$ cat config.mk
export PLATFORM = sky130hd
export DESIGN_NAME = pipelined_shifter
export DESIGN_NICKNAME = d
export VERILOG_FILES = /design/src/rtl/shifter_pkg.sv /design/src/rtl/shifter_stage.sv /design/src/rtl/pipelined_shifter.sv
export SDC_FILE = /design/constraint.sdc
export NUM_CORES = 1
export LEC_CHECK = 0
export BUFFER_PORTS_ARGS = -buffer_cell sky130_fd_sc_hd__buf_2
export CORE_MARGIN = 4
export CORE_UTILIZATION = 35
export CTS_CLUSTER_DIAMETER = 200
export DETAILED_ROUTE_END_ITERATION = 12
export PLACE_DENSITY_LB_ADDON = 0.15
export SLEW_MARGIN = 40
export SYNTH_ARGS = -nofsm -noshare
export SYNTH_HDL_FRONTEND = slang
export SYNTH_SLANG_ARGS = --single-unit
$ cat constraint.sdc
create_clock -name Clk -period 2 [get_ports Clk]
set_input_delay 0.5 -clock Clk [delete_from_list [all_inputs] [get_ports Clk]]
set_output_delay 0.5 -clock Clk [all_outputs]
set_load 0.03 [all_outputs]
$ cat src/rtl/shifter_pkg.sv
// Shared definitions for the pipelined shifter.
//   shift_mode_e : operation codes carried on the Mode port
//   is_rotate()  : true for the two rotate codes
//   ceilDiv()    : integer ceiling division used to spread shift levels over stages
package shifter_pkg;

  typedef enum logic [2:0] {
    SLL = 3'b000,
    SRL = 3'b001,
    SRA = 3'b010,
    ROL = 3'b011,
    ROR = 3'b100
  } shift_mode_e;

  function automatic logic is_rotate(input logic [2:0] mode);
    return (mode == ROL) || (mode == ROR);
  endfunction

  // A zero or negative denominator only happens with an illegal Stages value,
  // which the top level rejects at elaboration; avoid dividing by zero first.
  function automatic int ceilDiv(input int num, input int den);
    if (den < 1) return num;
    return (num + den - 1) / den;
  endfunction

endpackage

$ cat src/rtl/shifter_stage.sv
// Combinational slice of the shifter covering levels FirstLevel..LastLevel.
// Level k moves the operand by 2^k positions when amount[k] is set.
// When FirstLevel > LastLevel the slice has no levels and passes everything through.
//   dataIn / dataOut   : operand before / after this slice
//   amount             : full shift distance; only this slice's bits act here
//   mode               : operation code (shift_mode_e encoding)
//   shOutIn / shOutOut : running "last bit shifted out" candidate
module shifter_stage
  import shifter_pkg::*;
#(
  parameter int BitWidth   = 8,
  parameter int FirstLevel = 0,
  parameter int LastLevel  = 0
) (
  input  logic [BitWidth-1:0]         dataIn,
  input  logic [$clog2(BitWidth)-1:0] amount,
  input  logic [2:0]                  mode,
  input  logic                        shOutIn,
  output logic [BitWidth-1:0]         dataOut,
  output logic                        shOutOut
);

  localparam logic [BitWidth-1:0] LsbOne = BitWidth'(1);

  // Bits of amount outside this slice belong to other stages.
  logic unusedAmount;
  assign unusedAmount = ^amount;

  // Levels are applied smallest first. Because each level only sees the operand
  // already moved by the lower levels, the bit that falls off the edge at the
  // highest active level is exactly the overall last bit shifted out, so the
  // candidate is simply overwritten each time a shift level fires. Rotates and
  // reserved codes never touch the candidate, which enters stage 0 as zero.
  always_comb begin
    dataOut  = dataIn;
    shOutOut = shOutIn;
    for (int k = FirstLevel; k <= LastLevel; k++) begin
      if (amount[k]) begin
        case (mode)
          SLL: begin
            shOutOut = |(dataOut & (LsbOne << (BitWidth - (1 << k))));
            dataOut  = dataOut << (1 << k);
          end
          SRL: begin
            shOutOut = |(dataOut & (LsbOne << ((1 << k) - 1)));
            dataOut  = dataOut >> (1 << k);
          end
          SRA: begin
            shOutOut = |(dataOut & (LsbOne << ((1 << k) - 1)));
            dataOut  = $unsigned($signed(dataOut) >>> (1 << k));
          end
          ROL: dataOut = (dataOut << (1 << k)) | (dataOut >> (BitWidth - (1 << k)));
          ROR: dataOut = (dataOut >> (1 << k)) | (dataOut << (BitWidth - (1 << k)));
          default: ;
        endcase
      end
    end
  end

endmodule

$ cat src/rtl/pipelined_shifter.sv
// Pipelined shift/rotate unit with valid/ready handshakes on both sides.
// The log2(BitWidth) shift levels are spread over Stages register stages,
// ceil(levels/Stages) per stage with the last stage taking the remainder.
//   Clk, Rst           : clock, synchronous active-high reset
//   InValid / InReady  : input handshake (InReady is combinational)
//   Mode, ShAmount     : operation code and distance
//   dIN, TagIn         : operand and opaque tag
//   OutValid / OutReady: output handshake
//   dOUT, ShOut, TagOut: result, last bit shifted out, tag of the result
module pipelined_shifter
  import shifter_pkg::*;
#(
  parameter int BitWidth = 8,
  parameter int Stages   = 1,
  parameter int TagWidth = 1
) (
  input  logic                        Clk,
  input  logic                        Rst,
  input  logic                        InValid,
  output logic                        InReady,
  input  logic [2:0]                  Mode,
  input  logic [$clog2(BitWidth)-1:0] ShAmount,
  input  logic [BitWidth-1:0]         dIN,
  input  logic [TagWidth-1:0]         TagIn,
  output logic                        OutValid,
  input  logic                        OutReady,
  output logic [BitWidth-1:0]         dOUT,
  output logic                        ShOut,
  output logic [TagWidth-1:0]         TagOut
);

  localparam int AmtWidth       = $clog2(BitWidth);
  localparam int NumLevels      = AmtWidth;
  localparam int LevelsPerStage = ceilDiv(NumLevels, Stages);

  if (BitWidth < 2 || (BitWidth & (BitWidth - 1)) != 0) begin : gBadWidth
    $error("pipelined_shifter: BitWidth must be a power of two and at least 2");
  end
  if (Stages < 1 || Stages > AmtWidth) begin : gBadStages
    $error("pipelined_shifter: Stages must lie in 1..clog2(BitWidth)");
  end

  // The whole pipe moves as one: either every stage loads or every stage
  // holds. Bubbles therefore keep their slot, and a full pipe can still take a
  // new operation in the same cycle the consumer takes the oldest one.
  logic advance;
  assign advance = !OutValid || OutReady;
  assign InReady = advance;

  for (genvar s = 0; s < Stages; s++) begin : gStage
    localparam int First   = s * LevelsPerStage;
    localparam int LastRaw = First + LevelsPerStage - 1;
    localparam int Last    = (LastRaw > NumLevels - 1) ? NumLevels - 1 : LastRaw;

    logic [BitWidth-1:0] stageData;
    logic [AmtWidth-1:0] stageAmount;
    logic [2:0]          stageMode;
    logic [TagWidth-1:0] stageTag;
    logic                stageShOut;
    logic                stageValid;
    logic [BitWidth-1:0] nextData;
    logic                nextShOut;

    logic [BitWidth-1:0] dataQ;
    logic [AmtWidth-1:0] amountQ;
    logic [2:0]          modeQ;
    logic [TagWidth-1:0] tagQ;
    logic                shOutQ;
    logic                validQ;

    if (s == 0) begin : gHead
      assign stageData   = dIN;
      assign stageAmount = ShAmount;
      assign stageMode   = Mode;
      assign stageTag    = TagIn;
      assign stageShOut  = 1'b0;
      assign stageValid  = InValid;
    end else begin : gBody
      assign stageData   = gStage[s-1].dataQ;
      assign stageAmount = gStage[s-1].amountQ;
      assign stageMode   = gStage[s-1].modeQ;
      assign stageTag    = gStage[s-1].tagQ;
      assign stageShOut  = gStage[s-1].shOutQ;
      assign stageValid  = gStage[s-1].validQ;
    end

    shifter_stage #(
      .BitWidth   (BitWidth),
      .FirstLevel (First),
      .LastLevel  (Last)
    ) uStage (
      .dataIn   (stageData),
      .amount   (stageAmount),
      .mode     (stageMode),
      .shOutIn  (stageShOut),
      .dataOut  (nextData),
      .shOutOut (nextShOut)
    );

    // Reset clears every field, not just the valid bit, so the output port
    // reads zero straight after reset and in-flight work is discarded.
    always_ff @(posedge Clk) begin
      if (Rst) begin
        validQ  <= 1'b0;
        dataQ   <= '0;
        amountQ <= '0;
        modeQ   <= '0;
        tagQ    <= '0;
        shOutQ  <= 1'b0;
      end else if (advance) begin
        validQ  <= stageValid;
        dataQ   <= nextData;
        amountQ <= stageAmount;
        modeQ   <= stageMode;
        tagQ    <= stageTag;
        shOutQ  <= nextShOut;
      end
    end
  end

  assign OutValid = gStage[Stages-1].validQ;
  assign dOUT     = gStage[Stages-1].dataQ;
  assign ShOut    = gStage[Stages-1].shOutQ;
  assign TagOut   = gStage[Stages-1].tagQ;

  // The final stage's amount and mode have no downstream consumer.
  logic unusedTail;
  assign unusedTail = ^{gStage[Stages-1].amountQ, gStage[Stages-1].modeQ};

endmodule
## Word level (Yosys, flattened, before mapping)

Cells that the tools add are included.

- Register bits after elaboration: 11
- Input port bits: 19
- Output and inout bits: 12
- Word-level logic and storage cells: 30

- Equality and inequality tests: 4
- Multiplexer cells: 12
- Bitwise gates (word level): 5
- Reduce and logical (&&, ||, !) cells: 5

Operators with widths:

| cell | count |
|---|---|
| 8-bit case mux with 5 select lines | 2 |
| 8-bit case mux with 4 select lines | 1 |
| 8-bit 2-to-1 mux | 3 |
| 6-bit by 8-bit OR with 8-bit output | 1 |
| 7-bit by 8-bit OR with 8-bit output | 1 |
| 8-bit by 1-bit OR with 8-bit output | 1 |
| 8-bit by 2-bit OR with 8-bit output | 1 |
| 8-bit by 4-bit OR with 8-bit output | 1 |
| 3-bit by 2-bit == test with 1-bit output (second input constant) | 2 |
| 1-bit case mux with 2 select lines | 3 |
| 2-bit OR reduction | 2 |
| 3-bit by 1-bit == test with 1-bit output (second input constant) | 1 |
| 3-bit == test (second input constant) | 1 |
| 3-bit zero test | 1 |
| 1-bit 2-to-1 mux | 3 |
| 1-bit zero test | 1 |
| 1-bit logical OR | 1 |

## Longest topological paths before layout

- Word-level depth: 9
- Depth in mapped cells: 8
- Depth with buffers taken out: 6

## Cells and area by module

Synthesis repeated with hierarchy kept, for this count alone.

- Cell total of the unflattened synthesis: 240
- Area, all modules: 1740.4 µm²

By module, submodules not included:

| module | instances | cells each | area an instance (µm²) | seq. area each (µm²) |
|---|---|---|---|---|
| shifter_stage | 1 | 189 | 1226.2 | 0.0 |
| pipelined_shifter | 1 | 51 | 514.2 | 220.2 |

## Worst setup path before layout

OpenSTA, ideal clock, no wires.

- Path type: input-to-reg
- From: input Mode[1]
- To: register gStage[0].dataQ[6] (netlist: dOUT[6])
- Setup time: 144 ps
- Data arrival time: 1876 ps
- Data required time: 1856 ps
- Setup slack: -20 ps
- Stages: 6
- Path buffers: 0
- Cell sequence: xnor2_2 -> mux2_1 -> a211o_1 -> a211o_1 -> a31oi_1 -> a2111oi_0

- Cells in the longest elaborated chain, start to end: 9
- Elaborated cells on any way between the ends: 15
- Classes of those cells: 4 x eq/ne; 6 x mux; 3 x bitwise; 2 x reduce/logical

Ends and longest elaborated chain:

| element | line | source |
|---|---|---|
| start, declared | pipelined_shifter.sv:21 | `input logic [2:0] Mode,` |
| 3-bit == test, or another cell as far along | shifter_stage.sv:39 | `case (mode)` |
| 8-bit case mux with 5 select lines | shifter_stage.sv:39 |  |
| 8-bit 2-to-1 mux | shifter_stage.sv:38 | `if (amount[k]) begin` |
| 6-bit by 8-bit OR with 8-bit output / 8-bit by 2-bit OR with 8-bit output (equally long branches) | shifter_stage.sv:53, shifter_stage.sv:52 |  |
| 8-bit case mux with 5 select lines | shifter_stage.sv:39 |  |
| 8-bit 2-to-1 mux | shifter_stage.sv:38 |  |
| 8-bit by 4-bit OR with 8-bit output | shifter_stage.sv:52, shifter_stage.sv:53 |  |
| 8-bit case mux with 4 select lines | shifter_stage.sv:39 |  |
| 8-bit 2-to-1 mux * | shifter_stage.sv:38 |  |
| end signal, assigned | pipelined_shifter.sv:112 | `dataQ <= nextData;` |
| end, declared | pipelined_shifter.sv:64 | `logic [BitWidth-1:0] dataQ;` |

Every way passes the cells marked *; elsewhere a longest branch is shown, timed or not.
A chain may end at the register's enable or synchronous reset.

## Worst setup path after layout

- From: input Mode[1]
- To: register gStage[0].dataQ[0] (netlist: dOUT[0])

Same word-level chain as after synthesis.

==> results.md <==
- Bufs and invs on worst path: 2
- Crit path capture type: flop
- Worst path most repeated cell: buf_4
- Syn Std Cell Area: 1430 sq um
- 1st-iter DRT viols: 253
- Async SR Flop Fraction: 0%
- Routed WL: 4.84 mm
- Vias/cell: 5.71
- Max Clk Rate: 0.504 GHz
- Critical Path End: dOUT[0]$_SDFFE_PP0P_
- Clock skew: 3.74 ps
- Vias in the first global route: 1569
- Hold-critical path depth: 2
- RR Startpoint: OutValid$_SDFFE_PP0P_
- Lkg Pwr: 0.918 nW
- Diodes inserted: 0
- Flops & latches, synth: 11
- Antenna-violating nets left: 0
- Setup crit start: Mode[1]
- Worst path max stage delay: 360 ps
- Initial antenna violation count: 0
- Net count after synthesis: 216
- IO Port Bufs: 30
- CTS sink count: 11
- Setup ws final: 15.8 ps
- Placed wire-length estimate: 3.82 mm
- VDD IR max: 0.295 mV
- Layout Cells excl Fill: 314
- Worst slew pin tran: 383 ps
- Pre-CTS WS: -317 ps
- Crit share post-route: 99.2%
- Post-synth cell types: 63
- Initial Utilization: 37.5%
- Skew-Pair Late Insertion Delay: 240 ps
- Power per cell area: 475 nW/um^2
- Most used DFF post-synth: dfxtp_1
- Final setup fails: 0
- H-tree level count: 1
- Post-synth EDFFs: 0
- Layout cells sized above 1: 40.2%
- CP Class: primary input to flop
- Critical Path AT: 2130 ps
- CP max FO: 7
- Sequential share of the synthesized area: 15.5%
- Sequential cell area: 220 sq um
- Synthesized area per cell: 7.23 sq um
- DR WL/cell: 15.4 microns
- CP delay by family, top: compound AO/OA/AOI/OAI gates
- Number of max-cap violations: 0
- Placed cell count: 306
- Area occupied by multi-input gates: 1190 sq um
- Fillers: 374
- DR pass1 iterations: 4
- Cts bufs inserted: 3
- Via count: 1793
- Layout Area Growth over Synthesis: 46.2%
- Cell count after synthesis: 197
- Global Route Usage Sum: 18.7%
- Chip width: 71.8 microns
- Startpoint Class: primary input
- CTS hold repair buffers: 0
- Core ar.: 3800 sq um
- RSZ-0062 raised after global routing: true
- Final nets: 286
- GRT overflow: 0
- Final hold violation count: 0
- Root Driver: clkbuf_8
- Global-route wire length before repair: 7.66 mm
- Placer Congestion: 0.928
- Post-layout min period: 1980 ps
- Relative slew slack: 74.4%
- Status: complete, no violations
- Clock buffer depth: 2
- Data required time of the worst path: 2150 ps
- Worst path depth: 8
- HP Class: flop to flop
- Die area: 5160 sq um
- Die height: 71.8 microns
- Reg2reg setup slack: 690 ps
- Count of pins over their slew limit: 0
- IO Pins: 31
- Largest net degree at the start of global routing: 24
- CTS tree: done
- # rows: 22
- Drc violations: 0
- R2r endpoint: dOUT[4]$_SDFFE_PP0P_
- CP max-delay cell: o311a_1
- Clock slew at reported path FFs: 40 ps
- Syn. warnings: 0
- CP Cell Sequence: buf_4 > xnor2_4 > buf_4 > o311a_1 > a21oi_1 > o22ai_1 > o21a_1 > a211oi_1
- Worst Reg2Reg Path Length in Cells: 6
[worst min-delay path by stage]
| stage | start | to | slack [ps] |
|---|---|---|---|
| floorplan | TagOut$_SDFFE_PP0P_ | TagOut$_SDFFE_PP0P_ | 580 |
| global placement | TagOut$_SDFFE_PP0P_ | TagOut$_SDFFE_PP0P_ | 440 |
| detailed placement | TagOut$_SDFFE_PP0P_ | TagOut$_SDFFE_PP0P_ | 440 |
| CTS | TagOut$_SDFFE_PP0P_ | TagOut$_SDFFE_PP0P_ | 450 |
| global route | TagOut$_SDFFE_PP0P_ | TagOut$_SDFFE_PP0P_ | 470 |
| finish | TagOut$_SDFFE_PP0P_ | TagOut$_SDFFE_PP0P_ | 450 |
[Yosys cell counts, drive strengths merged (5+ instances only)]
master,number,area (sq um)
nor2,19,71.3
nand2,17,63.8
a21oi,13,68.8
dfxtp,11,220
o21ai,11,58.8
nand2b,9,56.3
a211oi,8,65.1
buf,8,47.5
clkbuf,8,30.0
inv,6,22.5
nand3,5,25.0
nor2b,5,31.3
[cell usage in the layout, fill, tap and decap left out, types with 2 or more instances in the layout]
cell type and count:
buf_4 52, buf_2 28, nor2_1 19, nand2_1 17
a21oi_1 12, dfxtp_1 11, nand2b_1 8, o21ai_1 6
a211oi_1 6, nor2b_1 5, nand3_1 5, inv_1 5
o21a_1 4, or3_1 4, mux2i_1 4, o211ai_1 4
a21boi_0 3, a211o_1 3, o21ai_0 3, a221oi_2 3
o22ai_1 3, clkbuf_8 3, mux2_1 2, o21ai_2 2
a31oi_1 2, o211a_1 2, nand4_1 2, a22oi_1 2
and2_1 2, o2bb2ai_1 2, o221ai_2 2, nor3_1 2
a2111oi_2 2, nor3b_1 2
[final cells by class]
cell class / instances / area share [%]
Multi-Input combinational cell: 164 / 57.3
Timing Repair Buffer: 81 / 26.0
Tap cell: 48 / 2.88
Sequential cell: 11 / 10.6
Clock buffer: 4 / 2.16
Inverter: 6 / 1.08
[flip-flops by register name, indices dropped and copies added (netlist names)]
signal    cells
OutValid      1
ShOut         1
TagOut        1
dOUT          8
[through the flow]
| stage | TNS, ps | hold WS, ps | total power, mW | utilization (%) | instance area [sq um] |
|---|---|---|---|---|---|
| global route | -76.2 | 471 | 1.06 | 54.8 | 2080 |
| global placement | -1990 | 439 | 0.734 | 50.6 | 1920 |
| finish | 0 | 445 | 0.990 | 54.8 | 2080 |
| floorplan | 0 | 579 | 0.536 | - | 1440 |
| detailed placement | -2100 | 442 | 0.728 | 50.6 | 1920 |
| CTS | 0 | 449 | 0.961 | 52.4 | 1990 |
[report_power, final]
group / switching, mW / total (mW) / internal [mW]
registers: 0.00934 / 0.252 / 0.242
logic: 0.289 / 0.522 / 0.233
clock network: 0.0774 / 0.217 / 0.139
[worst register-to-register path, delay by kind of cell, from the launching register on]
| family | cells | cell delay (ps) |
|---|---|---|
| DFF | 1 | 300 |
| buffers and inverters | 2 | 290 |
| AOI/OAI and AO/OA | 2 | 450 |
| and+or+nand+nor | 2 | 190 |
[cells by family after synthesis]
group           count (synthesis)  synth area share (%)
mux                             7                  5.18
fa+ha+maj                       1                 0.702
xor+xnor                        3                  2.90
buf+inv                        22                  7.02
flops                          11                  15.5
compound gates                 77                  40.7
simple gates                   76                  28.0
[metal layers]
layer / part of all wire (%) / vias up / global-route usage, %
met1: 48 / 835 / 28.7
li1: - / 885 / -
met5: 0 / - / 0
met4: 0.48 / 0 / 4.18
met3: 7.9 / 4 / 3.51
met2: 44 / 69 / 26.4
[what timing repair did]
action,CTS,global route
setup buffers,0,4
endpoints found under the setup margin,4,9
gates resized for setup,4,21
pin swaps,2,10
Note: power is estimated with default switching activity, not from simulation.
